$ cat src/rtl/serial_reduce_sched.sv
// Round-robin scheduler sharing one serial reduction datapath (AND/OR/XOR families,
// optionally inverted) among NREQ requesters, evaluating WAY operand bits per cycle.
module serial_reduce_sched #(
   parameter  int WAY    = 3,
   parameter  int CHUNKS = 4,
   parameter  int NREQ   = 2,
   localparam int OPW    = WAY * CHUNKS,
   localparam int IDW    = (NREQ > 1) ? $clog2(NREQ) : 1,
   localparam int CW     = (CHUNKS > 1) ? $clog2(CHUNKS) : 1
) (
   input  logic                  clk,
   input  logic                  rst_n,
   input  logic [NREQ-1:0]       req,
   input  logic [3*NREQ-1:0]     op,
   input  logic [OPW*NREQ-1:0]   data,
   output logic [NREQ-1:0]       gnt,
   output logic                  busy,
   output logic                  done,
   output logic [IDW-1:0]        done_id,
   output logic                  result,
   output logic                  err
);

   typedef enum logic [1:0] {S_IDLE, S_EVAL, S_DONE} state_t;

   state_t            state_q, state_d;
   logic [IDW-1:0]    ptr_q, ptr_d;
   logic [IDW-1:0]    sel_q, sel_d;
   logic [NREQ-1:0]   gnt_q, gnt_d;
   logic [2:0]        op_q, op_d;
   logic [OPW-1:0]    data_q, data_d;
   logic              acc_q, acc_d;
   logic [CW-1:0]     idx_q, idx_d;
   logic              done_q, done_d;
   logic [IDW-1:0]    done_id_q, done_id_d;
   logic              result_q, result_d;
   logic              err_q, err_d;

   logic              found;
   logic [IDW-1:0]    win;
   logic [NREQ-1:0]   win_oh;
   logic [2:0]        win_op;
   logic [OPW-1:0]    win_data;
   logic              acc_nxt;

   // op[2:1] selects the base reduction; op[0] selects final inversion; 3 is illegal.
   function automatic logic reduce_step(input logic [1:0] base, input logic acc,
                                        input logic [WAY-1:0] chunk);
      case (base)
         2'b00:   return acc & (&chunk);
         2'b01:   return acc | (|chunk);
         default: return acc ^ (^chunk);
      endcase
   endfunction

   // Round-robin search: first requester at or after ptr_q, wrapping.
   always_comb begin
      found    = 1'b0;
      win      = '0;
      win_oh   = '0;
      win_op   = '0;
      win_data = '0;
      for (int k = 0; k < NREQ; k++) begin
         for (int i = 0; i < NREQ; i++) begin
            if (!found && req[i] && (i == (int'(ptr_q) + k) % NREQ)) begin
               found     = 1'b1;
               win       = IDW'(i);
               win_oh[i] = 1'b1;
               win_op    = op[3*i +: 3];
               win_data  = data[OPW*i +: OPW];
            end
         end
      end
   end

   assign acc_nxt = reduce_step(op_q[2:1], acc_q, data_q[WAY-1:0]);

   // NOTE: every signal gets its hold value first so no path through the case infers a latch.
   always_comb begin
      state_d   = state_q;
      ptr_d     = ptr_q;
      sel_d     = sel_q;
      gnt_d     = '0;
      op_d      = op_q;
      data_d    = data_q;
      acc_d     = acc_q;
      idx_d     = idx_q;
      done_d    = 1'b0;
      done_id_d = done_id_q;
      result_d  = result_q;
      err_d     = err_q;
      case (state_q)
         S_IDLE: begin
            if (gnt_q != '0) begin
               // Grant cycle: operands are already captured, decide where the job goes.
               if (op_q[2:1] == 2'b11) begin
                  state_d   = S_DONE;
                  done_d    = 1'b1;
                  done_id_d = sel_q;
                  result_d  = 1'b0;
                  err_d     = 1'b1;
               end else begin
                  state_d = S_EVAL;
               end
            end else if (found) begin
               gnt_d  = win_oh;
               sel_d  = win;
               op_d   = win_op;
               data_d = win_data;
               acc_d  = (win_op[2:1] == 2'b00);
               idx_d  = '0;
               ptr_d  = (win == IDW'(NREQ - 1)) ? '0 : win + IDW'(1);
            end
         end
         S_EVAL: begin
            acc_d  = acc_nxt;
            data_d = data_q >> WAY;
            idx_d  = idx_q + CW'(1);
            if (idx_q == CW'(CHUNKS - 1)) begin
               state_d   = S_DONE;
               done_d    = 1'b1;
               done_id_d = sel_q;
               result_d  = acc_nxt ^ op_q[0];
               err_d     = 1'b0;
            end
         end
         default: state_d = S_IDLE;
      endcase
   end

   // NOTE: state registers use non-blocking assignments so every flop samples pre-edge values.
   always_ff @(posedge clk or negedge rst_n) begin
      if (!rst_n) begin
         state_q   <= S_IDLE;
         ptr_q     <= '0;
         sel_q     <= '0;
         gnt_q     <= '0;
         op_q      <= '0;
         data_q    <= '0;
         acc_q     <= 1'b0;
         idx_q     <= '0;
         done_q    <= 1'b0;
         done_id_q <= '0;
         result_q  <= 1'b0;
         err_q     <= 1'b0;
      end else begin
         state_q   <= state_d;
         ptr_q     <= ptr_d;
         sel_q     <= sel_d;
         gnt_q     <= gnt_d;
         op_q      <= op_d;
         data_q    <= data_d;
         acc_q     <= acc_d;
         idx_q     <= idx_d;
         done_q    <= done_d;
         done_id_q <= done_id_d;
         result_q  <= result_d;
         err_q     <= err_d;
      end
   end

   assign gnt     = gnt_q;
   assign busy    = (state_q != S_IDLE);
   assign done    = done_q;
   assign done_id = done_id_q;
   assign result  = result_q;
   assign err     = err_q;

endmodule

$ cat config.mk
export PLATFORM = sky130hd
export DESIGN_NAME = serial_reduce_sched
export DESIGN_NICKNAME = d
export VERILOG_FILES = /design/src/rtl/serial_reduce_sched.sv
export SDC_FILE = /design/constraint.sdc
export NUM_CORES = 1
export LEC_CHECK = 0
export ABC_AREA = 1
export CAP_MARGIN = 10
export CORE_MARGIN = 5
export CORE_UTILIZATION = 35
export CTS_BUF_LIST = sky130_fd_sc_hd__clkbuf_4 sky130_fd_sc_hd__clkbuf_8 sky130_fd_sc_hd__clkbuf_16
export CTS_CLUSTER_DIAMETER = 30
export DETAILED_ROUTE_END_ITERATION = 6
export PLACE_DENSITY = 0.72
export REMOVE_ABC_BUFFERS = 1
export SYNTH_ARGS = -nofsm -noshare
export SYNTH_HDL_FRONTEND = slang
export SYNTH_SLANG_ARGS = --single-unit
$ cat constraint.sdc
create_clock -name clk -period 2.3 [get_ports clk]
set_input_delay 0.46 -clock clk [delete_from_list [all_inputs] [get_ports clk]]
set_output_delay 0.46 -clock clk [all_outputs]
set_load 0.03 [all_outputs]
==> results_dict.tcl <==
set metrics [dict create \
    critPathMaxFanout 2 \
    whs_ps 486.9 \
    cp.arrival_ps 1500 \
    synth_top_area_frac 0.4531 \
    grt_max_degree 29 \
    gp_congestion 0.8178 \
    met2_length_microns 1650 \
    die_h_microns 76.47 \
    via_per_inst 4.739 \
    cts_buffer_depth 2 \
    cap_viol_max_count 0 \
    status "finished, final reports clean" \
    critPathMaxStageDelay_ps 680 \
    fp.dieW_microns 76.47 \
    synth_cells 202 \
    grt_pass1_wl_microns 6106 \
    fp-row-count 24 \
    hold_start "done_id" \
    required_ps 1840 \
    dp_cells 288 \
    period_share 0.8536 \
    top_layer_used "met4" \
    wl_met1_microns 1639 \
    final.setup.tns_ps 0 \
    post_cts_buffers 0 \
    hpwlAfterDp_microns 2611 \
    end_kind "output port" \
    ys_seq_area_frac 0.4531 \
    path_cells "inv_1, nand2_1, clkdlybuf4s50_1" \
    insertion_delay_ps 270 \
    routed-wl-met3_microns 116 \
    cts_sinks 28 \
    rsz0062_at_grt "false" \
    fin_ws_ps 336.8 \
    cts_tree "built" \
    fin_worst_skew_ps 5.626 \
    grtUsageTotal 0.1240 \
    instances_no_fill 291 \
    postRouteAntennaNets 0 \
    synth_area_leaders "dfrtp_1 (45%), nand2_1 (16%), nand3_1 (9.1%)" \
    synth_top_cell_by_area "dfrtp_1" \
    post_cts_resized 0 \
    h-tree-depth 1 \
    post_drt_wl_per_cell_microns 11.90 \
    start_kind "flip-flop" \
    cts-buffers-inserted 3 \
    leakage_nw 0.9912 \
    rr_endpoint "acc_q" \
    port_buffers 40 \
    fp.dieArea_sq_mm 0.005848 \
    drtIter0Drc 67 \
    pre_cts_ws_ps 296.1 \
    hold_buffers 0 \
    p_per_area_mw_per_mm2 1199 \
    drc 0 \
    firstDrtPassIters 4 \
    min_to "done_id" \
    worstMarginPinSlew_ps 682.2 \
    r2r_slack_ps 700 \
    grt_pass1_vias 1389 \
    final_area_sq_mm 0.002003 \
    antenna_cells 0 \
    max_freq_mhz 509.4 \
    path_buf_inv 2 \
    core_area_sq_mm 0.004324 \
    finalWirelength_microns 3463 \
    start_util 0.3576 \
    yosysWarnings 0 \
    crit_slowest_cell "clkdlybuf4s50_1" \
    root_buffer "clkbuf_8" \
    fin_nets 278 \
    hold_viol 0 \
    min_path_cells 2 \
    synth_area_per_cell_sq_um 7.656 \
    dpl_cell_area_sq_mm 0.001962 \
    ir_drop_v 0.0003496 \
    fillers 449 \
    overflow 0 \
    worstSetupPathType "flip-flop to output port" \
    r2r_cells 6 \
    min_path_type "flip-flop to flip-flop" \
    period_minus_slack_ps 1963 \
    synth_cell_types 20 \
    drive_above_1_share 0.08787 \
    slew_violations 0 \
    reg2reg_from "state_q[0]" \
    finish.utilization 0.4633 \
    setup_viol 0 \
    synth_seq_cells 28 \
    antenna_found_initial 0 \
    power_mw 2.401 \
    synth_area_sq_mm 0.001546 \
    syn2layout_area_growth_pct 29.53 \
    ios 41 \
    cpLargestDelayFamily "buffers and inverters" \
    via_count 1379 \
    clk_pin_slew_ps 90 \
    relSlewSlack 0.5447 \
]
-- cells in the final DEF (no fill, tap or decap), drive strengths merged, types with 5 or more instances in the layout --
master / Yosys / layout
o211ai: 5 / 5
clkdlybuf4s50: 0 / 40
a21oi: 5 / 5
nand3: 28 / 28
inv: 28 / 28
nor2: 6 / 6
dfrtp: 28 / 28
o21ai: 21 / 21
nand2: 68 / 68
-- kinds of logic after synthesis --
logic type,count (synthesis),synth area share
AND/OR/NAND/NOR,102,0.2815
buffers and inverters,36,0.1100
AO/OA/AOI/OAI,33,0.1311
flip-flops,28,0.4531
adder cells (fa/ha/maj),3,0.02427
-- area by class of cell --
type / instances / area, sq um / area share
flip-flops and latches: 28 / 700.7 / 0.3498
multi-input cells: 138 / 675.6 / 0.3373
well taps: 52 / 65.06 / 0.03248
repair buffers: 42 / 415.4 / 0.2074
clock buffers: 3 / 41.29 / 0.02061
inverters: 28 / 105.1 / 0.05247
-- report_power, final --
part	total, mW	switching (mW)	internal [mW]
clock	0.262	0.145	0.118
sequential	0.836	0.121	0.714
combinational	1.30	0.819	0.484
-- flip-flops by register name, indices dropped and copies added, names as in the netlist --
| signal | count |
|---|---|
| ptr_q | 1 |
| result | 1 |
| sel_q | 1 |
| acc_q | 1 |
| data_q | 12 |
| done_id | 1 |
| state_q | 2 |
| gnt | 2 |
| idx_q | 2 |
| op_q | 3 |
| err | 1 |
| done | 1 |
-- Yosys cell counts (all sizes together) --
library cell,n
ha,3
o22ai,1
nand3,28
nand2,68
nor2,6
a22o,1
inv,28
buf,8
o211ai,5
o21ai,21
dfrtp,28
a21oi,5
-- worst register-to-register path, cell delays in order (launching register included) --
cell and delay (ps):
dfrtp_1 380, inv_1 120, nor2_2 80, inv_1 500, o21ai_0 240, nand2_1 110, nand3_1 70
-- layer usage --
layer,vias to the layer above,track usage
li1,721,-
met1,628,0.1632
met2,24,0.2055
met3,6,0.01773
met4,0,0.04545
met5,-,0
-- worst max path at each step --
| stage | startpoint | end | slack [ps] | cells after the start |
|---|---|---|---|---|
| after global routing | state_q[1] | busy | 300 | 3 |
| after CTS | state_q[1] | busy | 340 | 3 |
| after global placement | req[1] | data_q[1] | 350 | 6 |
| after detailed placement | req[1] | data_q[1] | 300 | 6 |
| after floorplan | state_q[0] | data_q[2] | 1010 | 6 |
| final | state_q[1] | busy | 340 | 3 |
Note: power is estimated with default switching activity, not from simulation.
==> edit, RTL diff (config.mk and constraints unchanged) <==
`NREQ`: 2 -> 4.
--- a/src/rtl/serial_reduce_sched.sv
+++ b/src/rtl/serial_reduce_sched.sv
@@ -4,5 +4,5 @@
    parameter  int WAY    = 3,
    parameter  int CHUNKS = 4,
-   parameter  int NREQ   = 2,
+   parameter  int NREQ   = 4,
    localparam int OPW    = WAY * CHUNKS,
    localparam int IDW    = (NREQ > 1) ? $clog2(NREQ) : 1,
Ports: changed (5 resized); port bits go from 41 to 76. The function was not compared with the original's and may differ.
==> edit against the original RTL <==
  * The run now ends with setup timing left
  * Final cell count grew to 3.4 times the old value
  * Area after synthesis increased by 150%
  * Final area rose to 2.9 times the old value
  * Register-to-register slack got worse by 0.84 ns
  * Sequential share of layout area is 21 points lower
  * Clock skew hardly changed
  * Total power increased to 2.9 times the old value
  * Worst setup slack worse by 0.48 ns
  * Sequential cell count rose by 5
  * Routed wire length grew to 4.2 times the old value
  * Largest cell class is now multi-input gates
==> edit: results <==
set metrics [dict create \
    synthArstFlopShare_pct 100.0 \
    r2r-start "ptr_q[0]" \
    clockRootBuffer "clkbuf_8" \
    yosysWarnings 0 \
    grt_max_degree 34 \
    antenna_found_initial 0 \
    synth_common_cells "nand2_1, nor2_1, nand3_1" \
    hold_class "flop to flop" \
    drive_gt1_share_pct 21.32 \
    insertion_delay_ns 0.28 \
    ys_seq_area_share_pct 21.76 \
    gp_congestion 0.9798 \
    nNetsFinal 917 \
    cts_buffer_depth 2 \
    grt_usage_pct 21.46 \
    synth_area_leaders "nand2_1, dfrtp_1, nor2_1" \
    largest_reg_flops 12 \
    ys_types 38 \
    dp_slack_ns -0.7583 \
    finClkSkew_ns 0.005524 \
    grt_pass1_vias 4660 \
    cts_inserted_buffers 5 \
    grt_first_pass_wirelength_mm 22.81 \
    fin_cells 989 \
    arrival_ns 2.61 \
    port_buffers 75 \
    synth_flop_cell "dfrtp_1" \
    place_inst 964 \
    synth.avg_cell_area_sq_um 5.564 \
    cts.htree.levels 2 \
    min_from "sel_q[0]" \
    ir_drop_uv 750.8 \
    first_pass_iters 5 \
    crit_path_start "ptr_q[0]" \
    path_clk_slew_ns 0.07 \
    vias 5098 \
    status "finished, violations left" \
    drt-wirelength-per-cell_um 14.57 \
    fin_ws_ns -0.1447 \
    setup_viol 23 \
    largest_register "data_q" \
    fillers 1060 \
    critical_path.max_fanout 8 \
    relSlewSlack_pct 69.28 \
    dpl.hpwl_mm 10.64 \
    p_leak_nw 2.925 \
    drt_iter0_drc 517 \
    antenna_cells 0 \
    worst_path_max_delay_cell "dfrtp_2" \
    max_stage_delay_ns 0.50 \
    violations "setup timing" \
]
edit: cell types whose count changed in the layout (fill, tap and decap cells not counted), sizes merged, moves of 33 or more:
cell | before | now
inv | 28 | 81
nor2 | 6 | 128
buf | 2 | 107
nand3 | 28 | 77
nand2 | 68 | 224
nand4 | 0 | 33
edit: power by group:
group	switching, mW	total [mW]	internal (mW)
sequential	0.193	1.05	0.854
clock	0.206	0.571	0.365
combinational	3.00	5.41	2.42
edit: routing by layer:
layer / vias up / global-route usage, % / routed length [um] / share of wire (%)
li1: 2523 / - / - / -
met1: 2286 / 30.85 / 6326 / 44
met2: 261 / 33.10 / 6579 / 46
met3: 28 / 2.907 / 1214 / 8.4
met4: 0 / 7.205 / 293 / 2.0
met5: - / 0 / 0 / 0
edit: final cells by class:
cell class,instances,area (sq um),area share (%)
clock buffer,7,90.09,1.528
clock inverter,1,30.03,0.5093
inverter,83,321.6,5.454
multi-input combinational,542,2699,45.78
sequential,33,828.3,14.05
tap,140,175.2,2.971
timing repair buffer,183,1752,29.71
edit: per-stage QoR:
stage               hold WS, ns  TNS [ns]  power [mW]  utilization (%)  instance area [sq um]
global placement         0.4614    -15.18       5.659            49.88                   5360
global route             0.5103    -6.566       7.668            54.87                   5896
floorplan                0.1644   -0.8232       3.822                -                   3664
finish                   0.4864    -2.199       7.031            54.87                   5896
CTS                      0.4940    -1.403       6.577            52.81                   5674
detailed placement       0.4757    -16.82       5.722            49.88                   5360
edit: cells by family after synthesis:
family                     count (synthesis)  synth area share, %
DFF                                       33                21.76
buffers and inverters                    107                11.74
AOI/OAI and AO/OA                         66                9.660
xor gates and xnor gates                   2               0.4617
muxes                                      1               0.2967
adders and majority gates                  3               0.9892
and+or+nand+nor                          470                55.09
edit: worst paths after layout:
| path | end | slack, ns | depth (start not counted) |
|---|---|---|---|
| worst max register to register | data_q[11] | -0.14 | 17 |
| worst max-delay path | data_q[11] | -0.14 | 17 |
| max in group asynchronous | ptr_q[0] | 1.40 | 2 |
| min in group asynchronous | done_id[0] | 0.58 | 2 |
| worst min-delay path | sel_q[0] | 0.49 | 2 |
| worst min register to register | sel_q[0] | 0.49 | 2 |
edit: critical path: cells and delay by family (launching register included):
family	cells	cell delay (ns)
and+or+nand+nor	15	1.59
buffers and inverters	2	0.24
DFF	1	0.50
edit: repair_timing:
action	in CTS	in global routing
setup buffers	10	6
pin swaps	7	18
endpoints found under the setup margin	26	26
cloned	2	1
gates resized for setup	28	47
